===== src/rtl/ysyx_25060170_muldiv_pkg.sv =====
// Operation codes, sequencer states and decode helpers shared by the EXU
// multiply/divide sequencer.
package ysyx_25060170_muldiv_pkg;

  typedef enum logic [3:0] {
    OP_MUL    = 4'd0,
    OP_MULH   = 4'd1,
    OP_MULHSU = 4'd2,
    OP_MULHU  = 4'd3,
    OP_MULW   = 4'd4,
    OP_DIV    = 4'd5,
    OP_DIVU   = 4'd6,
    OP_REM    = 4'd7,
    OP_REMU   = 4'd8,
    OP_DIVW   = 4'd9,
    OP_DIVUW  = 4'd10,
    OP_REMW   = 4'd11,
    OP_REMUW  = 4'd12
  } md_op_e;

  typedef enum logic [1:0] {
    S_IDLE     = 2'd0,
    S_MUL_WAIT = 2'd1,
    S_DIV_WAIT = 2'd2,
    S_DONE     = 2'd3
  } md_state_e;

  function automatic logic is_mul(input logic [3:0] op);
    return op <= 4'd4;
  endfunction

  function automatic logic is_div(input logic [3:0] op);
    return (op >= 4'd5) && (op <= 4'd12);
  endfunction

  function automatic logic is_w(input logic [3:0] op);
    case (op)
      OP_MULW, OP_DIVW, OP_DIVUW, OP_REMW, OP_REMUW: return 1'b1;
      default:                                       return 1'b0;
    endcase
  endfunction

  function automatic logic sel_hi(input logic [3:0] op);
    case (op)
      OP_MULH, OP_MULHSU, OP_MULHU: return 1'b1;
      default:                      return 1'b0;
    endcase
  endfunction

  function automatic logic sel_rem(input logic [3:0] op);
    case (op)
      OP_REM, OP_REMU, OP_REMW, OP_REMUW: return 1'b1;
      default:                            return 1'b0;
    endcase
  endfunction

  // {op1 signed, op2 signed} as the Booth multiplier expects it
  function automatic logic [1:0] mul_sign(input logic [3:0] op);
    case (op)
      OP_MULHSU: return 2'b10;
      OP_MULHU:  return 2'b00;
      default:   return 2'b11;
    endcase
  endfunction

  function automatic logic div_is_signed(input logic [3:0] op);
    case (op)
      OP_DIV, OP_REM, OP_DIVW, OP_REMW: return 1'b1;
      default:                          return 1'b0;
    endcase
  endfunction

endpackage


===== src/rtl/ysyx_25060170_muldiv_seq.sv =====
// Single-outstanding sequencer for the EXU Booth multiplier and radix-2 divider:
// starts one unit, sign-extends its result and holds it for the LSU side.
module ysyx_25060170_muldiv_seq
  import ysyx_25060170_muldiv_pkg::*;
#(
  parameter int XLEN = 64
) (
  input  logic            clk,
  input  logic            rst,
  input  logic            i_req_valid,
  output logic            o_req_ready,
  input  logic [3:0]      i_req_op,
  input  logic [XLEN-1:0] i_req_op1,
  input  logic [XLEN-1:0] i_req_op2,
  input  logic            i_flush,
  output logic            o_resp_valid,
  input  logic            i_resp_ready,
  output logic [XLEN-1:0] o_resp_data,
  output logic            o_busy,
  output logic            o_mul_valid,
  output logic [1:0]      o_mul_signed,
  output logic            o_mulw,
  output logic [XLEN-1:0] o_mul_op1,
  output logic [XLEN-1:0] o_mul_op2,
  output logic            o_mul_flush,
  input  logic            i_mul_out_valid,
  input  logic [XLEN-1:0] i_mul_hi,
  input  logic [XLEN-1:0] i_mul_lo,
  output logic            o_div_valid,
  output logic            o_div_signed,
  output logic            o_divw,
  output logic [XLEN-1:0] o_div_op1,
  output logic [XLEN-1:0] o_div_op2,
  output logic            o_div_flush,
  input  logic            i_div_out_valid,
  input  logic [XLEN-1:0] i_quotient,
  input  logic [XLEN-1:0] i_remainder
);

  md_state_e       r_state;
  logic [3:0]      r_op;
  logic [XLEN-1:0] r_op1;
  logic [XLEN-1:0] r_op2;
  logic [XLEN-1:0] r_res;
  logic            r_start;

  logic w_live;
  logic w_mul_act;
  logic w_div_act;

  function automatic logic [XLEN-1:0] f_sext32(input logic [XLEN-1:0] x);
    return {{(XLEN-32){x[31]}}, x[31:0]};
  endfunction

  function automatic logic [XLEN-1:0] f_result(
    input logic [3:0]      op,
    input logic [XLEN-1:0] hi,
    input logic [XLEN-1:0] lo,
    input logic [XLEN-1:0] q,
    input logic [XLEN-1:0] r
  );
    logic [XLEN-1:0] raw;
    if (is_mul(op)) raw = sel_hi(op) ? hi : lo;
    else            raw = sel_rem(op) ? r : q;
    return is_w(op) ? f_sext32(raw) : raw;
  endfunction

  // Everything the sequencer drives is forced low while rst is held.
  assign w_live    = ~rst;
  assign w_mul_act = w_live & (r_state == S_MUL_WAIT);
  assign w_div_act = w_live & (r_state == S_DIV_WAIT);

  assign o_req_ready  = w_live & ~i_flush & (r_state == S_IDLE);
  assign o_busy       = w_live & (r_state != S_IDLE);
  assign o_resp_valid = w_live & (r_state == S_DONE);
  assign o_resp_data  = o_resp_valid ? r_res : {XLEN{1'b0}};

  assign o_mul_valid  = w_mul_act & r_start;
  assign o_mul_signed = w_mul_act ? mul_sign(r_op) : 2'b00;
  assign o_mulw       = w_mul_act & is_w(r_op);
  assign o_mul_op1    = w_mul_act ? r_op1 : {XLEN{1'b0}};
  assign o_mul_op2    = w_mul_act ? r_op2 : {XLEN{1'b0}};
  assign o_mul_flush  = w_mul_act & i_flush;

  assign o_div_valid  = w_div_act & r_start;
  assign o_div_signed = w_div_act & div_is_signed(r_op);
  assign o_divw       = w_div_act & is_w(r_op);
  assign o_div_op1    = w_div_act ? r_op1 : {XLEN{1'b0}};
  assign o_div_op2    = w_div_act ? r_op2 : {XLEN{1'b0}};
  assign o_div_flush  = w_div_act & i_flush;

  // Sequencer FSM; flush outranks any completion or handshake in the same cycle.
  always_ff @(posedge clk) begin
    if (rst) begin
      r_state <= S_IDLE;
      r_op    <= 4'd0;
      r_op1   <= {XLEN{1'b0}};
      r_op2   <= {XLEN{1'b0}};
      r_res   <= {XLEN{1'b0}};
      r_start <= 1'b0;
    end else begin
      r_start <= 1'b0;
      if (i_flush) begin
        r_state <= S_IDLE;
      end else begin
        case (r_state)
          S_IDLE: begin
            if (i_req_valid) begin
              r_op  <= i_req_op;
              r_op1 <= i_req_op1;
              r_op2 <= i_req_op2;
              if (is_mul(i_req_op)) begin
                r_state <= S_MUL_WAIT;
                r_start <= 1'b1;
              end else if (is_div(i_req_op)) begin
                r_state <= S_DIV_WAIT;
                r_start <= 1'b1;
              end else begin
                r_state <= S_DONE;
                r_res   <= {XLEN{1'b0}};
              end
            end
          end
          S_MUL_WAIT: begin
            if (i_mul_out_valid) begin
              r_res   <= f_result(r_op, i_mul_hi, i_mul_lo, i_quotient, i_remainder);
              r_state <= S_DONE;
            end
          end
          S_DIV_WAIT: begin
            if (i_div_out_valid) begin
              r_res   <= f_result(r_op, i_mul_hi, i_mul_lo, i_quotient, i_remainder);
              r_state <= S_DONE;
            end
          end
          S_DONE: begin
            if (i_resp_ready) r_state <= S_IDLE;
          end
          default: r_state <= S_IDLE;
        endcase
      end
    end
  end

endmodule


===== config.mk =====
export PLATFORM = sky130hd
export DESIGN_NAME = ysyx_25060170_muldiv_seq
export DESIGN_NICKNAME = d
export VERILOG_FILES = /design/src/rtl/ysyx_25060170_muldiv_pkg.sv /design/src/rtl/ysyx_25060170_muldiv_seq.sv
export SDC_FILE = /design/constraint.sdc
export NUM_CORES = 1
export LEC_CHECK = 0
export BUFFER_PORTS_ARGS = -buffer_cell sky130_fd_sc_hd__buf_2
export CAP_MARGIN = 20
export CORE_AREA = 2 2 282 284
export CTS_CLUSTER_DIAMETER = 120
export CTS_CLUSTER_SIZE = 12
export DETAILED_ROUTE_END_ITERATION = 7
export DIE_AREA = 0 0 284 286
export PLACE_DENSITY = 0.38
export SYNTH_ARGS = -nofsm -noshare
export SYNTH_HDL_FRONTEND = slang
export SYNTH_SLANG_ARGS = --single-unit

===== constraint.sdc =====
create_clock -name clk -period 5 [get_ports clk]
set_input_delay 0.25 -clock clk [delete_from_list [all_inputs] [get_ports clk]]
set_output_delay 0.25 -clock clk [all_outputs]
set_load 0.03 [all_outputs]

==> flow_metrics.tcl <==
set metrics [dict create \
    grt_pass1_vias 14300 \
    n_fill_cell 8899 \
    power_density_nw_per_um2 219 \
    fin_setup_tns_ns 0 \
    grt-ovfl-total 0 \
    outcome "complete, no violations" \
    avgRoutedWirePerCell_um 17.9 \
    finalCritPeriodShare_pct 63.8 \
    r2r_slack_ns 2.08 \
    syn_to_final_growth_pct 53.4 \
    cts_root_buffer "clkbuf_16" \
    numPortBuffers 726 \
    crit_chain "buf_4 -> nor2_4 -> nor3b_1 -> a21oi_4 -> nor2b_1 -> buf_2" \
    synth_fa_ha_area_share_pct 0.517 \
    pin_count 727 \
    drive_gt1_share_pct 33.5 \
    numPlacedInstances 3300 \
    min_from "i_req_op2[45]" \
    die_x_um 284 \
    first_pass_iters 5 \
    min_to "r_op2[45]" \
    setup.worst_path.start_class "flop" \
    grt_util_all_layers_pct 14.4 \
    worstReg2RegEnd "r_res[60]" \
    layout_common_cells "buf_2 (725), and2_1 (326), nand2_1 (302)" \
    slew-limit-headroom_pct 28.6 \
    synth.distinct_cells 37 \
    cts_sinks 199 \
    core-area_um2 78400 \
    ant_nets 0 \
    ys_seq_area_share_pct 32.9 \
    synth.area.mux_share_pct 2.73 \
    instances_no_fill 3467 \
    synth_xor_area_share_pct 0.145 \
    antenna_found_initial 11 \
    arrival_ns 2.94 \
    finalHoldViolations 0 \
    max_freq_mhz 314 \
    path_class "flop to primary output" \
    multiInputGateArea_um2 7480 \
    slowest_delay_ns 0.84 \
    p_leak_nw 8.46 \
    path_max_fanout 37 \
    yosys.area_share.simple_pct 37.1 \
    numCtsBuffers 17 \
    clock_latency_ns 0.49 \
    r2r_start "r_op[2]" \
    cap_viol_max_count 0 \
    fin_skew_ns 0.0221 \
    slew_viol_final 0 \
    worstRegToRegCells 8 \
    holdPathStages 3 \
    rows 103 \
    grt_max_degree 130 \
    nNetsFinal 2798 \
    crit_slowest_cell "a21oi_4" \
    synth_top_family_by_area "simple AND/OR/NAND/NOR gates" \
    synth.avg_cell_area_um2 7.26 \
    wl_um 62100 \
    final_common_cell "buf_2" \
    postLayoutCoreUtil_pct 23.7 \
    h-tree-depth 4 \
    setup_violations 0 \
    vias 14600 \
    worst-slew-pin-transition_ns 1.07 \
    synth_area_um2 12100 \
    start_util_pct 15.5 \
    place_congestion 0.858 \
    synth-compound-area-share_pct 20.6 \
    hold_class "input port to flop" \
    dpl_cell_area_um2 16600 \
    fin_crit_ns 3.19 \
    path_clk_slew_ns 0.10 \
    peakVddDrop_mv 0.169 \
    required_ns 4.75 \
    via_per_inst 4.21 \
    die_h_um 286 \
    cp-end-kind "primary output" \
    drt-initial-drc-count 648 \
    syn_nets 2068 \
    yosysWarningCount 0 \
    die-area_um2 81200 \
    hpwl_um 46500 \
    clk_path_buf_depth 2 \
    grt_pass1_wl_um 90300 \
    rsz0062_at_grt "no" \
    fin_area_um2 18600 \
    synth_cells 1668 \
    cts_tree "yes" \
    cts_setup_buffers 0 \
    drc 0 \
    ys_ff_latch 199 \
    seqCellArea_um2 3990 \
]
[Yosys cell counts (all sizes together)]
master	n	area, µm²
a2111o	1	11.3
a211o	33	289
a211oi	1	12.5
a21o	1	7.51
a21oi	205	1030
a221o	32	320
a22o	32	280
and2	326	2040
and3	1	6.26
buf	43	233
clkbuf	122	458
clkinv	1	8.76
dfxtp	199	3980
ha	5	62.6
inv	6	22.5
mux2i	33	330
nand2	302	1130
nand2b	3	18.8
nand3	96	480
nand3b	3	22.5
nor2	72	270
nor2b	37	231
nor3	5	25.0
nor3b	33	248
o21a	1	7.51
o21ai	38	190
o221ai	32	349
or2	1	6.26
or3	2	12.5
xnor2	1	8.76
xor2	1	8.76
[layout make-up]
cell class,count,share of cell area (%)
flip-flops and latches,199,21.5
diodes,6,0.0809
clock buffers,17,2.29
inverters,7,0.168
well taps,1050,7.07
repair buffers,876,27.5
clock inverters,15,1.08
multi-input cells,1297,40.3
[cell families after synthesis]
kind of cell / after synthesis
AOI/OAI and AO/OA: 376
xor gates and xnor gates: 2
adders and majority gates: 5
buffers and inverters: 172
DFF: 199
muxes: 33
and+or+nand+nor: 881
[layer usage]
metal,wire length (µm),vias up,track usage (%)
met5,19,-,0
met4,566,4,2.54
met3,3360,38,2.81
met2,31700,512,26.2
met1,26500,6936,17.7
li1,-,7101,-
[stage by stage]
| step | power, W | worst slack [ns] | hold WS, ns |
|---|---|---|---|
| global placement | 0.00250 | 2.08 | 0.435 |
| floorplan | 0.00216 | 2.79 | 0.386 |
| CTS | 0.00418 | 1.71 | 0.000990 |
| global route | 0.00431 | 1.62 | 0.0159 |
| finish | 0.00407 | 1.81 | 0.0332 |
| detailed placement | 0.00251 | 1.99 | 0.444 |
[power breakdown]
group	switching, W	internal (W)
sequential	0.0000668	0.00165
clock	0.000826	0.000699
combinational	0.000475	0.000358
[sequential cells by signal, summed over array words and instances, names as in the netlist]
register,count
r_op1,64
r_op2,64
r_res,64
r_op,4
r_state,2
r_start,1
[worst max path at each step]
stage,start,end,slack [ns],cells after the start
after floorplan,r_state[0],r_res[21],2.79,10
after global placement,r_op[2],r_res[27],2.08,6
after detailed placement,r_op[2],r_res[27],1.99,6
after CTS,r_op[0],o_divw,1.71,6
after global routing,r_op[0],o_divw,1.62,6
final,r_op[0],o_divw,1.81,6
[repair_timing]
| item | in CTS | in global routing |
|---|---|---|
| hold buffers | 128 | 0 |
| hold endpoints to repair | 127 | 0 |
| endpoints found under the setup margin | 0 | 0 |
| gates resized for setup | 0 | 0 |
[worst max-delay path, delay by kind of cell, from the launching register on]
kind                   cells  cell delay (ns)
AOI/OAI and AO/OA          1             0.84
buffers and inverters      2             0.51
DFF                        1             0.32
and+or+nand+nor            3             0.76
(Power assumes the default switching activity.)
